<file path="src/rtl/bus_arbiter_rr.sv">
`default_nettype none
// ============================================================================
// Module  : bus_arbiter_rr
// Brief   : Round-robin shared-bus arbiter with phase tracking, watchdog
//           reclaim and saturating timeout / protocol-violation counters.
// Revision: 1.0 - initial release
// ============================================================================
module bus_arbiter_rr #(
    parameter int DeviceMaxNumber = 4,
    parameter int TimeoutCycles   = 16
) (
    input  logic                       clk,
    input  logic                       clrn,
    input  logic [DeviceMaxNumber-1:0] BARQ,
    output logic [DeviceMaxNumber-1:0] BAGD,
    input  logic                       AddressValid,
    input  logic                       TargetReady,
    input  logic                       DataStrobe,
    output logic [1:0][7:0]            Error
);

    localparam int                c_pw      = (DeviceMaxNumber > 1) ? $clog2(DeviceMaxNumber) : 1;
    localparam logic [c_pw-1:0]   c_ptr_rst = c_pw'(DeviceMaxNumber - 1);
    localparam logic [7:0]        c_wd_last = 8'(TimeoutCycles - 1);
    localparam logic [7:0]        c_sat     = 8'hFF;

    typedef enum logic [2:0] {
        S_IDLE  = 3'd0,
        S_GRANT = 3'd1,
        S_ADDR  = 3'd2,
        S_DATA  = 3'd3,
        S_TURN  = 3'd4
    } state_t;

    state_t                      r_state;
    state_t                      w_next_state;
    logic [DeviceMaxNumber-1:0]  r_req;
    logic [DeviceMaxNumber-1:0]  r_bagd;
    logic [DeviceMaxNumber-1:0]  w_next_bagd;
    logic [c_pw-1:0]             r_ptr;
    logic [c_pw-1:0]             w_next_ptr;
    logic [7:0]                  r_wdog;
    logic [7:0]                  w_next_wdog;
    logic [7:0]                  r_err_to;
    logic [7:0]                  r_err_pv;
    logic [c_pw-1:0]             w_winner;
    logic                        w_found;
    logic                        w_owner_req;
    logic                        w_wd_expire;
    logic                        w_timeout;
    logic                        w_viol;

    assign w_owner_req = BARQ[r_ptr];
    assign w_wd_expire = (r_wdog == c_wd_last);

    // Scan starts one past the last winner so every requester gets a turn.
    always_comb begin
        int j;
        logic [c_pw-1:0] w_idx;
        w_found  = 1'b0;
        w_winner = r_ptr;
        for (int i = 1; i <= DeviceMaxNumber; i++) begin
            j = int'(r_ptr) + i;
            if (j >= DeviceMaxNumber) begin
                j = j - DeviceMaxNumber;
            end
            w_idx = c_pw'(j);
            if (!w_found && r_req[w_idx]) begin
                w_found  = 1'b1;
                w_winner = w_idx;
            end
        end
    end

    always_comb begin
        w_next_state = r_state;
        w_next_bagd  = r_bagd;
        w_next_ptr   = r_ptr;
        w_next_wdog  = r_wdog;
        w_timeout    = 1'b0;
        w_viol       = 1'b0;

        case (r_state)
            S_IDLE: begin
                w_viol = AddressValid | DataStrobe;
                if (w_found) begin
                    w_next_bagd           = '0;
                    w_next_bagd[w_winner] = 1'b1;
                    w_next_ptr            = w_winner;
                    w_next_state          = S_GRANT;
                end
            end
            S_GRANT: begin
                w_viol = DataStrobe | TargetReady;
                if (!w_owner_req) begin
                    w_next_state = S_TURN;
                end else if (AddressValid) begin
                    w_next_state = S_ADDR;
                end else if (w_wd_expire) begin
                    w_timeout    = 1'b1;
                    w_next_state = S_TURN;
                end else begin
                    w_next_wdog = r_wdog + 8'd1;
                end
            end
            S_ADDR: begin
                w_viol = DataStrobe;
                if (!w_owner_req) begin
                    w_next_state = S_TURN;
                end else if (TargetReady) begin
                    w_next_state = S_DATA;
                end else if (w_wd_expire) begin
                    w_timeout    = 1'b1;
                    w_next_state = S_TURN;
                end else begin
                    w_next_wdog = r_wdog + 8'd1;
                end
            end
            S_DATA: begin
                if (!w_owner_req) begin
                    w_next_state = S_TURN;
                end else if (DataStrobe) begin
                    w_next_wdog = 8'd0;
                end else if (w_wd_expire) begin
                    w_timeout    = 1'b1;
                    w_next_state = S_TURN;
                end else begin
                    w_next_wdog = r_wdog + 8'd1;
                end
            end
            S_TURN: begin
                w_viol       = AddressValid | DataStrobe;
                w_next_state = S_IDLE;
            end
            default: begin
                w_next_state = S_IDLE;
                w_next_bagd  = '0;
            end
        endcase

        // Any phase change restarts the idle count; turnaround always frees the bus.
        if (w_next_state != r_state) begin
            w_next_wdog = 8'd0;
        end
        if (w_next_state == S_TURN) begin
            w_next_bagd = '0;
        end
    end

    always_ff @(posedge clk or negedge clrn) begin
        if (!clrn) begin
            r_state  <= S_IDLE;
            r_req    <= '0;
            r_bagd   <= '0;
            r_ptr    <= c_ptr_rst;
            r_wdog   <= 8'd0;
            r_err_to <= 8'd0;
            r_err_pv <= 8'd0;
        end else begin
            r_state <= w_next_state;
            r_req   <= BARQ;
            r_bagd  <= w_next_bagd;
            r_ptr   <= w_next_ptr;
            r_wdog  <= w_next_wdog;
            if (w_timeout && (r_err_to != c_sat)) begin
                r_err_to <= r_err_to + 8'd1;
            end
            if (w_viol && (r_err_pv != c_sat)) begin
                r_err_pv <= r_err_pv + 8'd1;
            end
        end
    end

    assign BAGD  = r_bagd;
    assign Error = {r_err_pv, r_err_to};

endmodule
`default_nettype wire
</file>
<file path="config.mk">
export PLATFORM = sky130hd
export DESIGN_NAME = bus_arbiter_rr
export DESIGN_NICKNAME = d
export VERILOG_FILES = /design/src/rtl/bus_arbiter_rr.sv
export SDC_FILE = /design/constraint.sdc
export NUM_CORES = 1
export LEC_CHECK = 0
export BUFFER_PORTS_ARGS = -buffer_cell sky130_fd_sc_hd__clkbuf_2
export CORE_MARGIN = 2
export CORE_UTILIZATION = 50
export DETAILED_ROUTE_END_ITERATION = 10
export HOLD_SLACK_MARGIN = 0.03
export PLACE_DENSITY = 0.78
export SYNTH_ARGS = -nofsm -noshare
export SYNTH_HDL_FRONTEND = slang
export SYNTH_SLANG_ARGS = --single-unit
export TNS_END_PERCENT = 1
</file>
<file path="constraint.sdc">
create_clock -name clk -period 3 [get_ports clk]
set_clock_uncertainty 0.1 [all_clocks]
set_input_delay 0.15 -clock clk [delete_from_list [all_inputs] [get_ports clk]]
set_output_delay 0.15 -clock clk [all_outputs]
set_load 0.03 [all_outputs]
</file>
Yosys cells after proc, flatten, opt, wreduce, memory -nomap -nowiden
Cells that the tools add are included.

Flip-flop bits (word level): 37. Word-level logic and storage cells: 117.

$add $sub $neg: 11. Order comparisons: 11. Equality and inequality tests: 16. Muxes and demuxes: 54. Bitwise logic cells: 2. Reductions and logical operators: 16.

Operator list (count): 8-bit 2-to-1 mux (8); 8-bit by 1-bit adder with 8-bit output (second input constant) (3); 3-bit 2-to-1 mux (8); 8-bit case mux with 3 select lines (1); 2-bit by 3-bit less-than comparator with 1-bit output (second input constant) (6); 3-bit inequality test (second input constant) (6); 1-bit 2-to-1 mux (17); 2-bit 2-to-1 mux (8); 8-bit inequality test (second input constant) (2); 3-bit case mux with 4 select lines (1); 1-bit binary-select mux with 2-bit select (5); 3-bit greater-or-equal comparator (second input constant) (3); 8-bit by 4-bit == test with 1-bit output (second input constant) (1); 4-bit 2-to-1 mux (2); 4-bit case mux with 2 select lines (1); 2-bit by 1-bit subtractor with 2-bit output (second input constant) (4); 2-bit by 2-bit adder with 3-bit output (second input constant) (2); 3-bit by 2-bit == test with 1-bit output (second input constant) (2); 3-bit == test (second input constant) (2); 1-bit logical AND (6); 1-bit case mux with 3 select lines (2); 6-bit AND reduction (1); 2-bit by 3-bit adder with 4-bit output (second input constant) (1); 4-bit by 3-bit greater-or-equal comparator with 1-bit output (second input constant) (1); other kinds (13) (17).

Logic depth before layout (Yosys ltp)
Gate-level depths: netlist of run 1.

Depth in word-level cells: 22. Mapped depth: 7. Depth with buffers taken out: 6.

Least setup slack after synthesis of run 1
OpenSTA, ideal clock, no wires.

Path type: register to register. Start: register r_ptr[0]. End: register r_err_to[1]. Library setup time: 0.125 ns. Arrival time: 1.937 ns. Setup slack: 0.838 ns. Stages on the path, launching flop included: 7. Cells stage by stage: dfstp_2 > mux4_2 > nand2b_1 > buf_6 > or4_4 > buf_6 > mux2_4.

Longest elaborated chain between the ends: 5. Elaborated cells between the ends (all ways): 7. Classes of those cells: 6 x mux; 1 x reduce/logical.

RTL lines: start: declaration (RTL line 40) `logic [c_pw-1:0] r_ptr;`; start signal: assignment (RTL line 155) `r_ptr <= c_ptr_rst;`; start signal: assignment (RTL line 163) `r_ptr <= w_next_ptr;`; 1-bit binary-select mux with 2-bit select * (RTL line 53) `assign w_owner_req = BARQ[r_ptr];`; 1-bit 2-to-1 mux (not written as such) * (RTL line 53); 1-bit 2-to-1 mux, on equally long branches (RTL line 120, 108, 95); 1-bit case mux with 3 select lines * (RTL line 83) `case (r_state)`; 1-bit logical AND * (RTL line 165) `if (w_timeout && (r_err_to != c_sat)) begin`; end signal: assignment (RTL line 166) `r_err_to <= r_err_to + 8'd1;`; end: declaration (RTL line 44) `logic [7:0] r_err_to;`.

Every way passes the cells marked *; elsewhere a longest branch is shown, timed or not. The select of a mux whose other input is x is not followed. A chain may end at the register's enable or synchronous reset.

Worst setup path after layout of run 1
Start: register r_state[1]. End: register r_err_to[1].

Longest elaborated chain between the ends: 3. Elaborated cells between the ends (all ways): 5. Classes of those cells: 3 x eq/ne; 1 x mux; 1 x reduce/logical.

RTL lines: start: declaration (RTL line 35) `state_t r_state;`; start signal: assignment (RTL line 160) `r_state <= w_next_state;`; 3-bit by 2-bit == test with 1-bit output or 3-bit by 1-bit == test with 1-bit output (tied branches) (RTL line 83); 1-bit case mux with 3 select lines * (RTL line 83); 1-bit logical AND * (RTL line 165).

Every way passes the cells marked *; elsewhere a longest branch is shown, timed or not.

==> results.md, run 1 <==
- Startpoint types: flop
- Dpl cell area: 2063 sq um
- Layout cells sized above 1: 0.2110
- Synth top area share: 0.4617
- RSZ-0062 raised after global routing: false
- Worst EP arrival: 2.47 ns
- Period utilization: 0.8003
- Area of the multi-input gates: 912.1 sq um
- Comb power frac: 0.406
- Die area: 4302 sq um
- Final WL: 3649 um
- FF-to-FF setup slack: 0.60 ns
- TritonCTS Buffers: 5
- Avg Synthesized Cell Area: 10.37 sq um
- Synth area leaders: dfrtp_1, xor2_1, nor2_1
- R2r endpoint: r_err_to[1]
- Via density: 5.455
- Setup_tns: 0 ns
- Achievable frequency: 416.5 MHz
- Reg2reg path depth: 4
- Hold Crit Depth: 3
- Clk_lat worst skew: 0.29 ns
- Number of flops mapped to enable cells by yosys: 0
- Antenna cell count: 0
- Rel. slew slack: 0.4218
- Clk root buf: clkbuf_8
- Async SR Flop Fraction: 1.000
- Syn Nets: 195
- Ports: 29
- Outcome: completed
- Switching share of power: 0.4203
- Worst Setup Path Type: flop to flop
- Final nets: 230
- Final min period: 2.401 ns
- CP required: 3.07 ns
- Final setup violating endpoints: 0
- Drt drc: 0
- Vias in the first global route: 1415
- Pre-CTS WS: 0.6502 ns
- Clock-pin slew on the worst setup and hold paths: 0.07 ns
- Dominant synthesized flop cell: dfrtp_1
- Cell taking the most area after synthesis: dfrtp_1
- Final Hold Vio Count: 0
- CTS tree: done
- Die width: 65.59 um
- Die height: 65.59 um
- CTS sink count: 37
- Register area share after synthesis: 0.4894
- PnR worst setup slack: 0.5991 ns
- Site Rows: 22
- WHS Endpoint: r_state[1]
- Pwr Total: 1897 uW
- Sw power: 797.4 uW
- Pwr per Cell Area: 862.5 nW/um^2
- Worst setup EP type: flop
- 1st-iter DRT viols: 44
- PostCTS Resize Cnt: 0
- GRT Residual Overflow: 0
- IO Port Bufs: 28
- RR Startpoint: r_state[1]
- Yosys warns: 0
- Vias: 1451
- Hold_ws: 0.1464 ns
- First-pass GRT wire length: 6568 um
- Internal power: 1100 uW
- Mapped Area: 1897 sq um
- Std-Cell Core Area: 3661 sq um
- Largest net degree at the start of global routing: 38
- #FFs+latches synth: 37
- Finished Cell Area: 2200 sq um
- Area grow syn2layout: 15.96%
- CTS max path bufs: 2
- Final GP Congestion: 0.8735
- HP Start: AddressValid
- Slew @ Worst Pin: 0.8673 ns
- Hold Crit Class: input port to flop
- Max-cap viol count: 0
- Post-DRT Antenna Nets: 0
- Part of the power in registers: 0.414
- Synthesized instance count: 183
- Reg area: 928.4 sq um
- Part of the power in the clock network: 0.180
- Distinct cells, synth: 45
- Leak pwr: 0.0009944 uW
- Post-detail-place hpwl: 2645 um
- H-tree depth: 2
- Starting density of the core: 0.5181
- Max IR drop VDD: 0.0007326 V
- Filler cells: 314
- Initial antenna violation count: 0
- GRT Util Overall: 0.1972
- Crit Path Max Fanout: 15
- Routed length per placed instance: 13.72 um
- 1st-pass router iterations: 4
- Final-report max-slew violation count: 0
[how the worst max path moves through the flow]
stage | from | to | cells after the start | slack, ns
2_1_floorplan | r_ptr[0] | r_err_to[1] | 6 | 0.84
5_1_grt | r_state[1] | r_err_to[4] | 5 | 0.47
3_3_place_gp | r_state[0] | r_err_to[1] | 4 | 0.70
4_1_cts | r_state[1] | r_err_to[1] | 4 | 0.62
3_5_place_dp | r_state[0] | r_err_to[1] | 4 | 0.65
6_report | r_state[1] | r_err_to[1] | 4 | 0.60
[critical path: stages (launching register included)]
cell	delay, ns
dfrtp_1	0.59
nor2b_1	0.30
mux2_2	0.37
or4_4	0.60
mux2_4	0.33
[synth_stat cells, drive strengths merged, types with 2 or more instances]
cell type,count
nor4,4
clkbuf,3
xnor2,7
a21oi,8
nor2b,2
dfrtp,35
nor3,10
nand3,11
o21ai,6
a211oi,2
dfstp,2
mux2,4
buf,2
nor3b,2
xor2,12
ha,3
nand3b,3
o211a,2
nor2,20
nand4,2
o2bb2ai,2
nand2,9
inv,6
a22o,2
nand2b,6
[flip-flops by register name (all words and copies together) (netlist names)]
register,flops
r_wdog,8
r_err_pv,8
r_ptr,2
BAGD,4
r_state,3
r_err_to,8
r_req,4
[per-layer routing]
metal / GRT usage / up-vias / wire length [um]
met4: 0.07292 / 0 / 31
li1: - / 721 / -
met3: 0.04966 / 4 / 156
met1: 0.2801 / 698 / 1704
met2: 0.2921 / 28 / 1757
met5: 0 / - / 0
[power by group through the flow]
stage | clock network [uW] | registers [uW] | logic, uW
global placement | 0 | 782 | 756
floorplan | 0 | 862 | 510
finish | 341 | 786 | 770
global route | 375 | 811 | 849
CTS | 347 | 785 | 780
detailed placement | 0 | 792 | 770
[cells by family after synthesis]
group / count (synthesis) / synth area share
AND/OR/NAND/NOR: 72 / 0.2005
flip-flops: 37 / 0.4894
buffers and inverters: 11 / 0.02968
adder cells (fa/ha/maj): 3 / 0.01979
multiplexers: 6 / 0.04287
XOR/XNOR: 19 / 0.08773
AO/OA/AOI/OAI: 35 / 0.1300
[cell type report]
type | count | share of cell area
sequential | 37 | 0.4221
multi-input combinational | 135 | 0.4147
timing repair buffer | 33 | 0.08646
clock buffer | 7 | 0.03925
tap | 48 | 0.02730
inverter | 6 | 0.01024
[through the flow]
stage | cells | util
after floorplan | 183 | -
after global placement | 254 | 0.5636
after detailed placement | 254 | 0.5636
after CTS | 266 | 0.6008
after global routing | 266 | 0.6008
final | 266 | 0.6008
[repair_timing]
action | 4_1_cts | 5_1_grt
endpoints found under the hold margin | 39 | 0
hold buffers | 5 | 0
buffers inserted | 0 | 0
[cell usage in the layout (no fill, tap or decap), types with 7 or more instances in the layout]
master,instances
dfrtp_1,35
clkbuf_2,28
nor2_1,20
xor2_1,12
nand3_1,11
nand2_1,9
a21oi_1,8
nor3_1,7
xnor2_1,7
(Power assumes the default switching activity.)
==> run 2: changes to the inputs <==
- clock period: 3 -> 2.4 ns (I/O delays scaled with it)
==> run 2 against run 1 <==
Effect of this change: via count rose by 1.3%; register-to-register slack got worse by 0.43 ns; first-iteration DRC count rose by 57%; hold slack got worse by 0.043 ns; power rose by 31%; maximum frequency rose by 7.8%; die area did not move; critical endpoint unchanged; largest power group is now combinational logic.
==> results.md, run 2 (synthesis gave the netlist of run 1 again) <==
- Finished Cell Area: 2260 sq um
- Layout cells sized above 1: 0.2400
- Startpoint types: flop
- Achievable frequency: 449.0 MHz
- Core Util, Final: 0.6172
- Antenna cell count: 0
- Starting density of the core: 0.5181
- Max IR drop VDD: 0.0007069 V
- Die area: 4302 sq um
- Largest net degree at the start of global routing: 38
- Leading cell types in the layout, fill and taps excluded: dfrtp_1, clkbuf_2, nor2_1
- Outcome: completed
- Worst setup EP type: flop
- Largest regs: r_err_pv x8, r_err_to x8, r_wdog x8
- Initial antenna violation count: 0
- Commonest non-fill, non-tap cell in the layout: dfrtp_1
- Final Hold Vio Count: 0
- CTS max path bufs: 2
- CTS sink count: 37
- First-pass GRT wire length: 6306 um
- Final min period: 2.227 ns
- Die height: 65.59 um
- Clk root buf: clkbuf_8
- Reg area: 928.4 sq um
- Period utilization: 0.9281
- Vias in the first global route: 1405
- Slew @ Worst Pin: 0.8888 ns
- Via density: 5.385
- Final-report max-slew violation count: 0
- Leak pwr: 0.001034 uW
- 1st-pass router iterations: 4
- Die width: 65.59 um
- Final nets: 236
- Max-cap viol count: 0
- Drt drc: 0
- FF-to-FF setup slack: 0.17 ns
- RSZ-0062 raised after global routing: false
- GRT Util Overall: 0.1906
- Ports: 29
- CP required: 2.47 ns
- Site Rows: 22
- Routed length per placed instance: 13.04 um
- Area of the multi-input gates: 912.1 sq um
- CTS tree: done
- PostCTS Resize Cnt: 0
- TritonCTS Buffers: 5
- GRT Residual Overflow: 0
- Dpl cell area: 2108 sq um
- H-tree depth: 2
- Std-Cell Core Area: 3661 sq um
- Setup_tns: 0 ns
- Reg2reg path depth: 4
- Clk_lat worst skew: 0.28 ns
- WHS Endpoint: r_state[1]
- Worst Setup SP: r_ptr[0]
- Filler cells: 308
- Area grow syn2layout: 19.13%
- Worst EP arrival: 2.30 ns
- Post-DRT Antenna Nets: 0
- Post-detail-place hpwl: 2559 um
- Vias: 1470
- Clock-pin slew on the worst setup and hold paths: 0.07 ns
- Worst Setup Path Type: flop to flop
- HP Start: AddressValid
- Pwr per Cell Area: 1098 nW/um^2
- Final GP Congestion: 0.8319
- RR Startpoint: r_ptr[0]
- R2r endpoint: r_err_to[1]
- Rel. slew slack: 0.4075
- Final WL: 3561 um
- IO Port Bufs: 28
- Hold Crit Class: input port to flop
- Final setup violating endpoints: 0
- 1st-iter DRT viols: 69
- Crit Path Max Fanout: 9
- Hold Crit Depth: 3
==> run 2: area by class of cell <==
cell class              count  area share
repair buffers             39      0.1041
flip-flops and latches     37      0.4109
multi-input cells         135      0.4037
clock buffers               7     0.04264
clock inverters             1    0.002215
inverters                   6    0.009967
well taps                  48     0.02658
==> run 2: repair_timing <==
action                                 CTS  global route
hold buffers                             5             0
setup buffers                            0             0
endpoints found under the hold margin   39             0
==> run 2: per-stage QoR <==
stage	instances	power (uW)	worst slack (ns)	hold slack [ns]
5_1_grt	273	2668	0.04394	0.1171
4_1_cts	273	2493	0.1642	0.08631
3_5_place_dp	260	2015	0.1654	0.1540
3_3_place_gp	260	2002	0.2046	0.1503
2_1_floorplan	183	1715	0.2382	-0.2756
6_report	273	2481	0.1727	0.1033
==> run 2: per-layer routing <==
| metal | track usage | vias to the layer above | wire length [um] |
|---|---|---|---|
| met5 | 0 | - | 0 |
| met4 | 0.05990 | 0 | 29 |
| met3 | 0.05822 | 4 | 147 |
| met2 | 0.2908 | 25 | 1686 |
| met1 | 0.2610 | 705 | 1698 |
| li1 | - | 736 | - |
==> run 2: worst max-delay path: stages (launching register included) <==
cell	delay, ns
dfstp_2	0.57
mux4_2	0.27
nand2b_1	0.19
or4_4	0.67
mux2_4	0.33
==> run 2: worst max path at each step <==
stage / to / slack, ns / cells past startpoint
2_1_floorplan: r_err_to[1] / 0.24 / 6
3_3_place_gp: r_err_to[1] / 0.20 / 4
3_5_place_dp: r_err_to[1] / 0.17 / 4
4_1_cts: r_err_to[1] / 0.16 / 4
5_1_grt: r_err_to[4] / 0.04 / 5
6_report: r_err_to[1] / 0.17 / 4
==> run 2: power breakdown <==
| part | switching, uW | internal [uW] | total, uW |
|---|---|---|---|
| combinational | 654 | 439 | 1090 |
| sequential | 144 | 775 | 920 |
| clock | 209 | 259 | 468 |
==> run 3: changes to the inputs <==
- CORE_UTILIZATION: 50 -> 56
- PLACE_DENSITY: 0.78 -> 0.85
==> run 3 against run 2 <==
Effect of this change: clock power down 32%; cell count down 1.1%; die area down 10%.
==> results.md, run 3 (synthesis gave the netlist of run 1 again) <==
- Final GP Congestion: 0.8237
- CTS tree: done
- Antenna cell count: 0
- R2r endpoint: r_err_to[1]
- 1st-iter DRT viols: 44
- Clk root buf: clkbuf_4
- Layout cells sized above 1: 0.2366
- Met1 usage: 0.2673
- Die area: 3869 sq um
- Die width: 62.20 um
- Worst Setup SP: r_ptr[0]
- Setup crit end: r_err_to[1]
- Pwr Total: 2316 uW
- Routed length per placed instance: 13.13 um
- Pwr per Cell Area: 1049 nW/um^2
- Startpoint types: flop
- Final min period: 2.186 ns
- Final Hold Vio Count: 0
- Largest regs: r_err_pv x8, r_err_to x8, r_wdog x8
- Largest net degree at the start of global routing: 38
- CP required: 2.56 ns
- RR Startpoint: r_ptr[0]
- Rel. slew slack: 0.4167
- Comb power frac: 0.463
- Max IR drop VDD: 0.0007490 V
- Worst EP arrival: 2.34 ns
- Leak pwr: 0.001005 uW
- First-pass GRT wire length: 6182 um
- Internal power: 1306 uW
- Clk_lat worst skew: 0.36 ns
- Hold_ws: 0.1594 ns
- Ports: 29
- Max-cap viol count: 0
- RSZ-0062 raised after global routing: false
- Worst path depth: 4
- Part of the power in registers: 0.400
- Period utilization: 0.9108
- CTS max path bufs: 2
- Routing usage on met3: 0.04891
- Area grow syn2layout: 16.42%
- GRT Residual Overflow: 0
- Worst setup EP type: flop
- Worst path slowest cell: or4_4
- Pre-CTS WS: 0.1293 ns
- GR Util met2: 0.3179
- Die height: 62.20 um
- Post-DRT Antenna Nets: 0
- Initial antenna violation count: 0
- CP bufs+invs: 0
- TritonCTS Buffers: 5
- Hold Crit Depth: 4
- Sw power: 1010 uW
- GRT busiest layer: met2
- PnR worst setup slack: 0.2140 ns
- Final setup violating endpoints: 0
- IO Port Bufs: 28
- H-tree depth: 2
- CTS sink count: 37
- Slew @ Worst Pin: 0.8749 ns
- Crit Path Max Fanout: 9
- Leading cell types in the layout, fill and taps excluded: dfrtp_1, clkbuf_2, nor2_1
- Outcome: completed
- Via density: 5.411
- CP Cell Sequence: mux4_2, nand2b_2, or4_4, mux2_4
- Achievable frequency: 457.5 MHz
- Final-report max-slew violation count: 0
- Slowest stage delay, CP: 0.65 ns
- Vias in the first global route: 1365
- Final nets: 235
- FF-to-FF setup slack: 0.21 ns
- Post-detail-place hpwl: 2488 um
- Commonest non-fill, non-tap cell in the layout: dfrtp_1
- 1st-pass router iterations: 4
- Final WL: 3546 um
- Crit path max-delay family: simple AND/OR/NAND/NOR gates
- Setup_tns: 0 ns
- Hold Crit Class: input port to flop
- Vias: 1461
- Site Rows: 21
- Starting density of the core: 0.5775
- Part of the power in the clock network: 0.137
- Std-Cell Core Area: 3284 sq um
- Drt drc: 0
- Worst Setup Path Type: flop to flop
- Clock-pin slew on the worst setup and hold paths: 0.11 ns
- GRT Util Overall: 0.2045
- Reg2reg path depth: 4
- Switching share of power: 0.4361
[run 3: worst reg2reg max path, delay by kind of cell (launching register included)]
| kind | cells | cell delay, ns |
|---|---|---|
| flip-flops | 1 | 0.58 |
| AND/OR/NAND/NOR | 2 | 0.79 |
| multiplexers | 2 | 0.61 |
[run 3: layout make-up]
type	count	area [sq um]
clock buffer	5	37.54
timing repair buffer	38	230.2
multi-input combinational	135	914.6
tap	46	57.56
sequential	37	928.4
fill	274	1076
inverter	6	22.52
clock inverter	3	17.52
[run 3: worst min path at each step]
stage                      from    endpoint  slack, ns
global placement        BARQ[1]    r_req[1]       0.15
CTS                 TargetReady  r_state[1]       0.16
floorplan                  clrn     BAGD[0]      -0.28
global route        TargetReady  r_state[1]       0.19
finish              TargetReady  r_state[1]       0.16
detailed placement      BARQ[1]    r_req[1]       0.15
[run 3: routing by layer]
metal  up-vias  part of all wire
met5         -                 0
met4         0             0.025
met3        12             0.045
met2        29              0.47
met1       685              0.46
li1        735                 -
[run 3: power groups by stage]
stage	Combinational, uW	Sequential (uW)	Clock (uW)
final	1070	926	318
after global routing	1190	945	360
after CTS	1050	925	330
after detailed placement	1040	933	0
after global placement	1020	929	0
after floorplan	638	1080	0
[run 3: timing repair]
item,CTS,global route
buffers inserted,0,1
endpoints found under the setup margin,0,8
gates resized for setup,0,1
endpoints found under the hold margin,40,0
hold buffers,6,0
[run 3: stage by stage]
stage	cell area, sq um	util	cells
after floorplan	1897	-	183
after global placement	2083	0.6343	255
after detailed placement	2083	0.6343	255
after CTS	2198	0.6693	269
after global routing	2208	0.6724	270
final	2208	0.6724	270
